$ cat src/rtl/io_switch_debounce.sv
// Synchronises, debounces and edge-counts raw board switches and push-buttons.
// Optional per-key 8-bit press counters are built when IO_KEY_COUNT_EN is defined.
module io_switch_debounce #(
    parameter int SW_WIDTH  = 10,
    parameter int KEY_WIDTH = 3,
    parameter int DB_CYCLES = 500000
) (
    input  logic                 io_clk,
    input  logic                 resetn,
    input  logic [SW_WIDTH-1:0]  sw,
    input  logic [KEY_WIDTH-1:0] key,
    input  logic                 cnt_clr,
    output logic [31:0]          in_port0,
    output logic [31:0]          in_port1
);

    localparam int N  = SW_WIDTH + KEY_WIDTH;
    localparam int CW = $clog2(DB_CYCLES);
    localparam logic [CW-1:0] CNT_MAX = CW'(DB_CYCLES - 1);
    // Keys idle high at the pins, so their sync stages reset to "released".
    localparam logic [N-1:0] PIN_RST = {{KEY_WIDTH{1'b1}}, {SW_WIDTH{1'b0}}};

    logic [N-1:0]  pins;
    logic [N-1:0]  sync1;
    logic [N-1:0]  sync2;
    logic [N-1:0]  level;
    logic [N-1:0]  db;
    logic [N-1:0]  db_next;
    logic [CW-1:0] cnt_q [N];
    logic [CW-1:0] cnt_d [N];

    logic [KEY_WIDTH-1:0] key_db;

    assign pins   = {key, sw};
    assign level  = {~sync2[N-1:SW_WIDTH], sync2[SW_WIDTH-1:0]};
    assign key_db = db[N-1:SW_WIDTH];

    // NOTE: every output of a combinational block gets a default first, so no path leaves it unassigned (no latch).
    always_comb begin
        db_next = db;
        for (int i = 0; i < N; i++) begin
            cnt_d[i] = '0;
            if (level[i] != db[i]) begin
                if (cnt_q[i] == CNT_MAX) begin
                    db_next[i] = level[i];
                end else begin
                    cnt_d[i] = cnt_q[i] + 1'b1;
                end
            end
        end
    end

    // NOTE: state uses non-blocking assignments; the counter array is ordinary flops, not RAM, so it is reset too.
    always_ff @(posedge io_clk or negedge resetn) begin
        if (!resetn) begin
            sync1 <= PIN_RST;
            sync2 <= PIN_RST;
            db    <= '0;
            for (int i = 0; i < N; i++) begin
                cnt_q[i] <= '0;
            end
        end else begin
            sync1 <= pins;
            sync2 <= sync1;
            db    <= db_next;
            for (int i = 0; i < N; i++) begin
                cnt_q[i] <= cnt_d[i];
            end
        end
    end

`ifdef IO_KEY_COUNT_EN
    logic [KEY_WIDTH-1:0] press;
    logic [7:0]           press_cnt [KEY_WIDTH];

    // A press is the edge on which key_db rises; counters move with key_db.
    assign press = db_next[N-1:SW_WIDTH] & ~key_db;

    always_ff @(posedge io_clk or negedge resetn) begin
        if (!resetn) begin
            for (int k = 0; k < KEY_WIDTH; k++) begin
                press_cnt[k] <= '0;
            end
        end else begin
            for (int k = 0; k < KEY_WIDTH; k++) begin
                if (cnt_clr) begin
                    press_cnt[k] <= '0;
                end else if (press[k]) begin
                    press_cnt[k] <= press_cnt[k] + 8'd1;
                end
            end
        end
    end

    always_comb begin
        in_port1 = 32'(key_db);
        for (int k = 0; k < KEY_WIDTH; k++) begin
            in_port1[8*k+8 +: 8] = press_cnt[k];
        end
    end
`else
    logic unused_cnt_clr;
    assign unused_cnt_clr = cnt_clr;
    assign in_port1       = 32'(key_db);
`endif

    assign in_port0 = 32'(db[SW_WIDTH-1:0]);

endmodule

$ cat config.mk
export PLATFORM = sky130hd
export DESIGN_NAME = io_switch_debounce
export DESIGN_NICKNAME = d
export VERILOG_FILES = /design/src/rtl/io_switch_debounce.sv
export SDC_FILE = /design/constraint.sdc
export NUM_CORES = 1
export LEC_CHECK = 0
export ABC_AREA = 1
export CAP_MARGIN = 20
export CELL_PAD_IN_SITES_DETAIL_PLACEMENT = 0
export CELL_PAD_IN_SITES_GLOBAL_PLACEMENT = 2
export CORE_MARGIN = 2
export CORE_UTILIZATION = 35
export CTS_CLUSTER_DIAMETER = 150
export DETAILED_ROUTE_END_ITERATION = 8
export GPL_TIMING_DRIVEN = 0
export PLACE_DENSITY = 0.85
export SETUP_SLACK_MARGIN = 0.02
export SYNTH_ARGS = -nofsm -noshare
export SYNTH_HDL_FRONTEND = slang
export SYNTH_SLANG_ARGS = --single-unit
$ cat constraint.sdc
create_clock -name io_clk -period 1.8 [get_ports io_clk]
set_clock_uncertainty 0.05 [all_clocks]
set_input_delay 0.36 -clock io_clk [delete_from_list [all_inputs] [get_ports io_clk]]
set_output_delay 0.36 -clock io_clk [all_outputs]
set_load 0.03 [all_outputs]
* After elaboration in Yosys (flattened, before gate mapping)
Index checks and enable logic that the tools add are counted.
** Word-level totals
- Word-level logic and storage cells :: 107
- Output and inout bits :: 64
- Flip-flop bits (word level) :: 286
** Cells by class
- Bitwise gates (word level) :: 1
- Add/subtract/negate cells :: 13
- Equality and inequality tests :: 26
- Reduce and logical (&&, ||, !) cells :: 13
- Muxes and demuxes :: 26
** Operators by type and width (count)
- 19-bit two-way mux :: 26
- 19-bit by 1-bit adder with 19-bit output, second input constant :: 13
- 19-bit equality test, second input constant :: 13
- 2-bit AND reduction :: 13
- 1-bit inequality test :: 13
- 3-bit inverter :: 1

* Depth between registers and ports, before layout
Gate-level depths: netlist of the first run.
- Depth after elaboration :: 3
- Depth in mapped cells :: 9

* Worst setup path after synthesis of the first run
Ideal clock, no wire load.
- Path kind :: register to register
- Start :: register db[7]
- End :: register cnt_q[97] in the netlist's numbering
- Clock period less this slack :: 1.354 ns
- Setup slack :: 0.446 ns
- Arrival :: 1.216 ns
- Library setup time :: 0.088 ns
- Cell stages (with the launch flop) :: 4
- Buffers on the path :: 0
- Cells stage by stage :: dfrtp_1 > xor2_1 > inv_2 > nor3b_1
** RTL lines
- from (decl) :: line 27 : logic [N-1:0] db;
- from (signal assigned) :: line 65 : db <= db_next;
- to (signal, indexed assignment) :: line 67 : cnt_q[i] <= cnt_d[i];
- to (decl) :: line 29 : logic [CW-1:0] cnt_q [N];

* Worst setup path in the final report of the first run
- Start :: register db[0]
- End :: output port in_port0[0]
** RTL lines
- to (decl) :: line 13 : output logic [31:0] in_port0,
No word-level cell between the ends.

==> results.py, run 1 <==
metrics = {
    "clock_network": {
        "h-tree-depth": 2,
        "clk_latency_ns": 0.55,
        "cts_tree": "built",
        "cts.sink_count": 286,
        "clockBufferDepth": 3,
        "clk_pin_slew_ns": 0.05,
        "clk_root_buffer_cell": "clkbuf_16",
        "cts_buffers": 35,
    },
    "floorplan": {
        "rows": 78,
        "die_h_um": 218,
        "dieWidth_um": 218,
        "io_pins": 80,
        "start_util": 0.354,
        "die_area_um2": 47400,
        "core_area_um2": 45200,
    },
    "layout": {
        "diodes": 0,
        "regArea_um2": 7160,
        "final_nets": 2301,
        "final_cells": 2898,
        "n_fill_cell": 4670,
        "final_core_util": 0.408,
        "multi_input_area_um2": 7710,
        "drive_gt1_frac": 0.104,
        "syn2layout_area_growth_pct": 15.4,
        "postLayoutCellArea_um2": 18400,
        "layout_commonest_cell": "nor2_1",
        "mostFrequentLayoutCells": "nor2_1 (590), nand2_1 (417), dfrtp_1 (280)",
    },
    "pwr": {
        "power.density_nw_per_um2": 781,
        "netSwitchingPower_mw": 3.37,
        "seq_power_share": 0.459,
        "vdd_drop_max_uv": 662,
        "power.internal_mw": 11.0,
        "finalPower_mw": 14.4,
        "p_clk_frac": 0.495,
        "p_sw_frac": 0.234,
        "power_frac_comb": 0.047,
        "p_leak_nw": 7.98,
    },
    "worst_setup_path": {
        "cp.arrival_ns": 1.31,
        "path_buf_inv": 1,
        "reg2reg_slack_ns": 0.19,
        "r2r_cells": 3,
        "reg2reg_from": "db[12]",
        "cp_max_fo": 3,
        "cp.required_ns": 1.39,
        "crit_slowest_cell": "dfrtp_1",
        "end_kind": "primary output",
        "critPathLaunchType": "flop",
        "crit_family": "flip-flops",
        "r2r_end": "cnt_q[2]",
        "worstSetupPathType": "flop to primary output",
        "slowest_delay_ns": 0.38,
        "cp_cell_sequence": "clkdlybuf4s15_1",
    },
    "worst_hold_path": {
        "whs_path_depth": 1,
        "hp-start": "key[0]",
        "min_to": "sync1[10]",
        "hold_class": "primary input to flop",
    },
    "timing": {
        "fin_crit_sh": 0.955,
        "worst_pin_slew_ns": 0.792,
        "layout_min_cycle_time_ns": 1.72,
        "setup_viol": 0,
        "setup_tns_ns": 0,
        "hold-worst-slack_ns": 0.169,
        "max_freq_mhz": 582,
        "slew_violations": 0,
        "finalWorstSetupSlack_ns": 0.0815,
        "hold_viol_final": 0,
        "relSlewSlack": 0.472,
        "rsz0062_at_grt": "no",
    },
    "drt": {
        "avgViaCountPerCell": 4.43,
        "drt-initial-drc-count": 607,
        "drc": 0,
        "first_pass_iters": 7,
        "wl_per_cell_um": 11.8,
        "routed_wl_um": 34200,
        "num_vias": 12845,
        "ant_nets": 0,
    },
    "logic_synthesis": {
        "netlist_instances": 2155,
        "synth.avg_cell_area_um2": 7.42,
        "synth.cell_area_um2": 16000,
        "ys_seq_area_frac": 0.448,
        "yosys_register_bits": 286,
        "synth_enable_flop_cells": 0,
        "synthTopCellsByArea": "dfrtp_1 (44%), nor2_1 (14%), nand2_1 (9.9%), nand3_1 (5.7%), inv_1 (5.3%)",
        "yosys.area.top_type": "dfrtp_1",
        "synthArstFlopShare": 1.00,
        "ys_warn_count": 0,
        "synth_ff_type": "dfrtp_1",
        "synth_top_area_frac": 0.438,
        "synth.distinct_cells": 35,
    },
    "outcome": {
        "status": "finished clean",
    },
    "placement": {
        "dp_cells": 2834,
        "place.gp.congestion": 0.803,
        "hpwl_um": 24300,
        "port_buffers": 27,
        "placed_area_um2": 17300,
        "post-place-ws_ns": 0.134,
    },
    "global_route": {
        "grt_max_degree": 104,
        "grt_pass1_wl_um": 60500,
        "track_usage": 0.152,
        "grt_pass1_vias": 12732,
        "antenna_found_initial": 0,
        "grt_overflow": 0,
    },
    "job": {
        "maxCapViolations": 0,
    },
}
state kept, by name (all words and copies together), names as in the netlist:
| register | flops |
|---|---|
| sync1 | 13 |
| cnt_q | 247 |
| sync2 | 13 |
| db | 13 |
power groups by stage:
stage               Sequential (mW)  Clock [mW]  Combinational (mW)
floorplan                      6.70           0               0.433
global placement               6.72           0               0.668
detailed placement             6.72           0               0.691
CTS                            6.60        7.43               0.695
global route                   6.61        7.67               0.776
finish                         6.60        7.12               0.674
per-layer routing:
metal | wire [µm] | share of wire | up-vias | GRT usage
li1 | - | - | 6819 | -
met1 | 17100 | 0.50 | 5848 | 0.207
met2 | 15400 | 0.45 | 124 | 0.248
met3 | 1000 | 0.029 | 54 | 0.0230
met4 | 772 | 0.023 | 0 | 0.0477
met5 | 0 | 0 | - | 0
area by class of cell:
class	count	area share
repair buffers	30	0.0182
inverters	238	0.0485
clock inverters	8	0.00468
plain buffers	59	0.0229
multi-input cells	1622	0.418
well taps	600	0.0407
clock buffers	55	0.0587
flip-flops and latches	286	0.388
worst max path at each step:
| stage | startpoint | endpoint | slack (ns) | cells past startpoint |
|---|---|---|---|---|
| 2_1_floorplan | db[7] | cnt_q[97] | 0.45 | 3 |
| 3_3_place_gp | resetn | cnt_q[55] | -12.94 | 1 |
| 3_5_place_dp | cnt_q[209] | cnt_q[209] | 0.13 | 6 |
| 4_1_cts | db[2] | in_port0[2] | 0.02 | 1 |
| 5_1_grt | cnt_q[38] | cnt_q[46] | 0.02 | 8 |
| 6_report | db[0] | in_port0[0] | 0.08 | 1 |
Yosys cell counts (21+ instances only):
| library cell | n |
|---|---|
| nor2_2 | 35 |
| nor2_4 | 21 |
| inv_1 | 224 |
| buf_4 | 51 |
| nand3_1 | 181 |
| nand2_2 | 31 |
| dfrtp_1 | 280 |
| o21ai_0 | 29 |
| nand2_1 | 420 |
| xnor2_1 | 46 |
| nand4_1 | 21 |
| a21oi_1 | 48 |
| xor2_1 | 74 |
| nor2_1 | 590 |
what timing repair did:
action / 4_1_cts / 5_1_grt
hold endpoints to repair: 92 / 0
pin swaps: 0 / 0
endpoints found under the setup margin: 13 / 18
setup buffers: 0 / 0
resized for setup: 28 / 8
hold buffers: 1 / 0
cloned: 0 / 0
logic make-up (layout without fill, tap and decap cells):
logic type | after synthesis | in the layout | synth area share
XOR/XNOR | 121 | 121 | 0.0668
buffers and inverters | 297 | 390 | 0.0823
adder cells (fa/ha/maj) | 13 | 13 | 0.0102
other | 1 | 51 | 0.000235
AO/OA/AOI/OAI | 95 | 95 | 0.0320
AND/OR/NAND/NOR | 1342 | 1342 | 0.360
flip-flops | 286 | 286 | 0.448
Note: power is estimated with default switching activity, not from simulation.
==> run 2: changes to the inputs <==
--- a/config.mk
+++ b/config.mk
@@ -10,11 +10,11 @@
 export CELL_PAD_IN_SITES_DETAIL_PLACEMENT = 0
 export CELL_PAD_IN_SITES_GLOBAL_PLACEMENT = 2
 export CORE_MARGIN = 2
-export CORE_UTILIZATION = 35
+export CORE_UTILIZATION = 36
 export CTS_CLUSTER_DIAMETER = 150
 export DETAILED_ROUTE_END_ITERATION = 8
 export GPL_TIMING_DRIVEN = 0
-export PLACE_DENSITY = 0.85
+export PLACE_DENSITY = 0.87
 export SETUP_SLACK_MARGIN = 0.02
 export SYNTH_ARGS = -nofsm -noshare
 export SYNTH_HDL_FRONTEND = slang
==> results.py, run 2 (same netlist as run 1, synthesis figures left out) <==
metrics = {
    "worst_setup_path": {
        "cp_cell_sequence": "clkdlybuf4s15_1",
        "critPathLaunchType": "flop",
        "cp.required_ns": 1.39,
        "end_kind": "primary output",
        "worstSetupPathType": "flop to primary output",
        "slowest_delay_ns": 0.39,
        "path_buf_inv": 1,
        "cp_max_fo": 3,
        "crit_slowest_cell": "clkdlybuf4s15_1",
        "crit_family": "buffers and inverters",
        "cp.arrival_ns": 1.32,
    },
    "layout": {
        "mostFrequentLayoutCells": "nor2_1 (589), nand2_1 (417), dfrtp_1 (279)",
        "top_register": "cnt_q",
        "largest_register_ffs": 247,
        "final_nets": 2303,
        "drive_gt1_frac": 0.106,
        "diodes": 0,
        "syn2layout_area_growth_pct": 16.0,
        "n_fill_cell": 4543,
        "final_cells": 2893,
        "layout_commonest_cell": "nor2_1",
    },
    "timing": {
        "layout_min_cycle_time_ns": 1.73,
        "slew_violations": 0,
        "rsz0062_at_grt": "no",
        "worst_pin_slew_ns": 0.753,
        "setup_viol": 0,
        "hold_viol_final": 0,
        "fin_crit_sh": 0.961,
        "relSlewSlack": 0.498,
        "max_freq_mhz": 578,
    },
    "global_route": {
        "track_usage": 0.155,
        "grt_overflow": 0,
        "grt_max_degree": 106,
        "antenna_found_initial": 0,
        "grt_pass1_vias": 12754,
        "grt_pass1_wl_um": 60600,
    },
    "pwr": {
        "finalPower_mw": 15.0,
        "power.density_nw_per_um2": 810,
        "vdd_drop_max_uv": 564,
        "p_leak_nw": 8.03,
    },
    "clock_network": {
        "cts_buffers": 37,
        "clk_pin_slew_ns": 0.05,
        "post-cts-setup-buffers": 0,
        "clk_root_buffer_cell": "clkbuf_16",
        "cts_tree": "built",
        "clk_latency_ns": 0.54,
        "clockBufferDepth": 3,
        "h-tree-depth": 2,
        "cts.sink_count": 286,
    },
    "placement": {
        "hpwl_um": 24200,
        "dp_cells": 2826,
        "port_buffers": 27,
        "place.gp.congestion": 0.802,
    },
    "floorplan": {
        "core_area_um2": 44000,
        "start_util": 0.363,
        "io_pins": 80,
        "rows": 77,
        "die_h_um": 215,
        "die_area_um2": 46100,
        "dieWidth_um": 215,
    },
    "drt": {
        "avgViaCountPerCell": 4.48,
        "wl_per_cell_um": 11.9,
        "drt-initial-drc-count": 664,
        "num_vias": 12948,
        "ant_nets": 0,
        "routed_wl_um": 34300,
        "drc": 0,
        "first_pass_iters": 6,
    },
    "job": {
        "maxCapViolations": 0,
    },
    "worst_hold_path": {
        "hold_class": "primary input to flop",
    },
    "outcome": {
        "status": "finished clean",
    },
}
## run 2: per-stage QoR
stage / worst slack (ns) / area (µm²) / hold slack [ns] / util / setup TNS (ns)
after floorplan: 0.446 / 16200 / 0.0144 / - / 0
after global placement: -13.02 / 17200 / 0.282 / 0.390 / -3683.27
after detailed placement: 0.147 / 17200 / 0.286 / 0.392 / 0
after CTS: 0.0194 / 18500 / 0.120 / 0.421 / 0
after global routing: 0.0231 / 18500 / 0.143 / 0.421 / 0
final: 0.0707 / 18500 / 0.168 / 0.421 / 0
## run 2: layout make-up
| cell class | count | area [µm²] | area share |
|---|---|---|---|
| well taps | 592 | 741 | 0.0400 |
| clock inverters | 12 | 164 | 0.00884 |
| clock buffers | 54 | 1110 | 0.0600 |
| flip-flops and latches | 286 | 7170 | 0.387 |
| plain buffers | 59 | 422 | 0.0227 |
| repair buffers | 30 | 337 | 0.0182 |
| multi-input cells | 1622 | 7700 | 0.416 |
| inverters | 238 | 895 | 0.0483 |
## run 2: report_power, final
part / internal (mW) / switching, mW / total [mW]
clock network: 4.85 / 2.89 / 7.74
registers: 6.54 / 0.0640 / 6.60
logic: 0.202 / 0.472 / 0.675
## run 2: final timing paths
path	start	end	slack [ns]	cells past startpoint
max	db[9]	in_port0[9]	0.07	1
min	key[2]	sync1[12]	0.17	1
max reg2reg	db[12]	cnt_q[2]	0.16	3
min reg2reg	sync1[1]	sync2[1]	0.30	0
max in group asynchronous	resetn	sync1[10]	0.33	3
min in group asynchronous	resetn	cnt_q[223]	0.36	2
## run 2: what timing repair did
item / 4_1_cts / 5_1_grt
hold buffers: 1 / 0
setup endpoints to repair: 13 / 18
endpoints found under the hold margin: 89 / 0
gates resized for setup: 30 / 8
## run 2: layer usage
layer,wire length [µm],track usage,share of wire
met1,17000,0.212,0.49
met4,891,0.0558,0.026
met5,0,0,0
met2,15400,0.252,0.45
met3,1010,0.0225,0.029
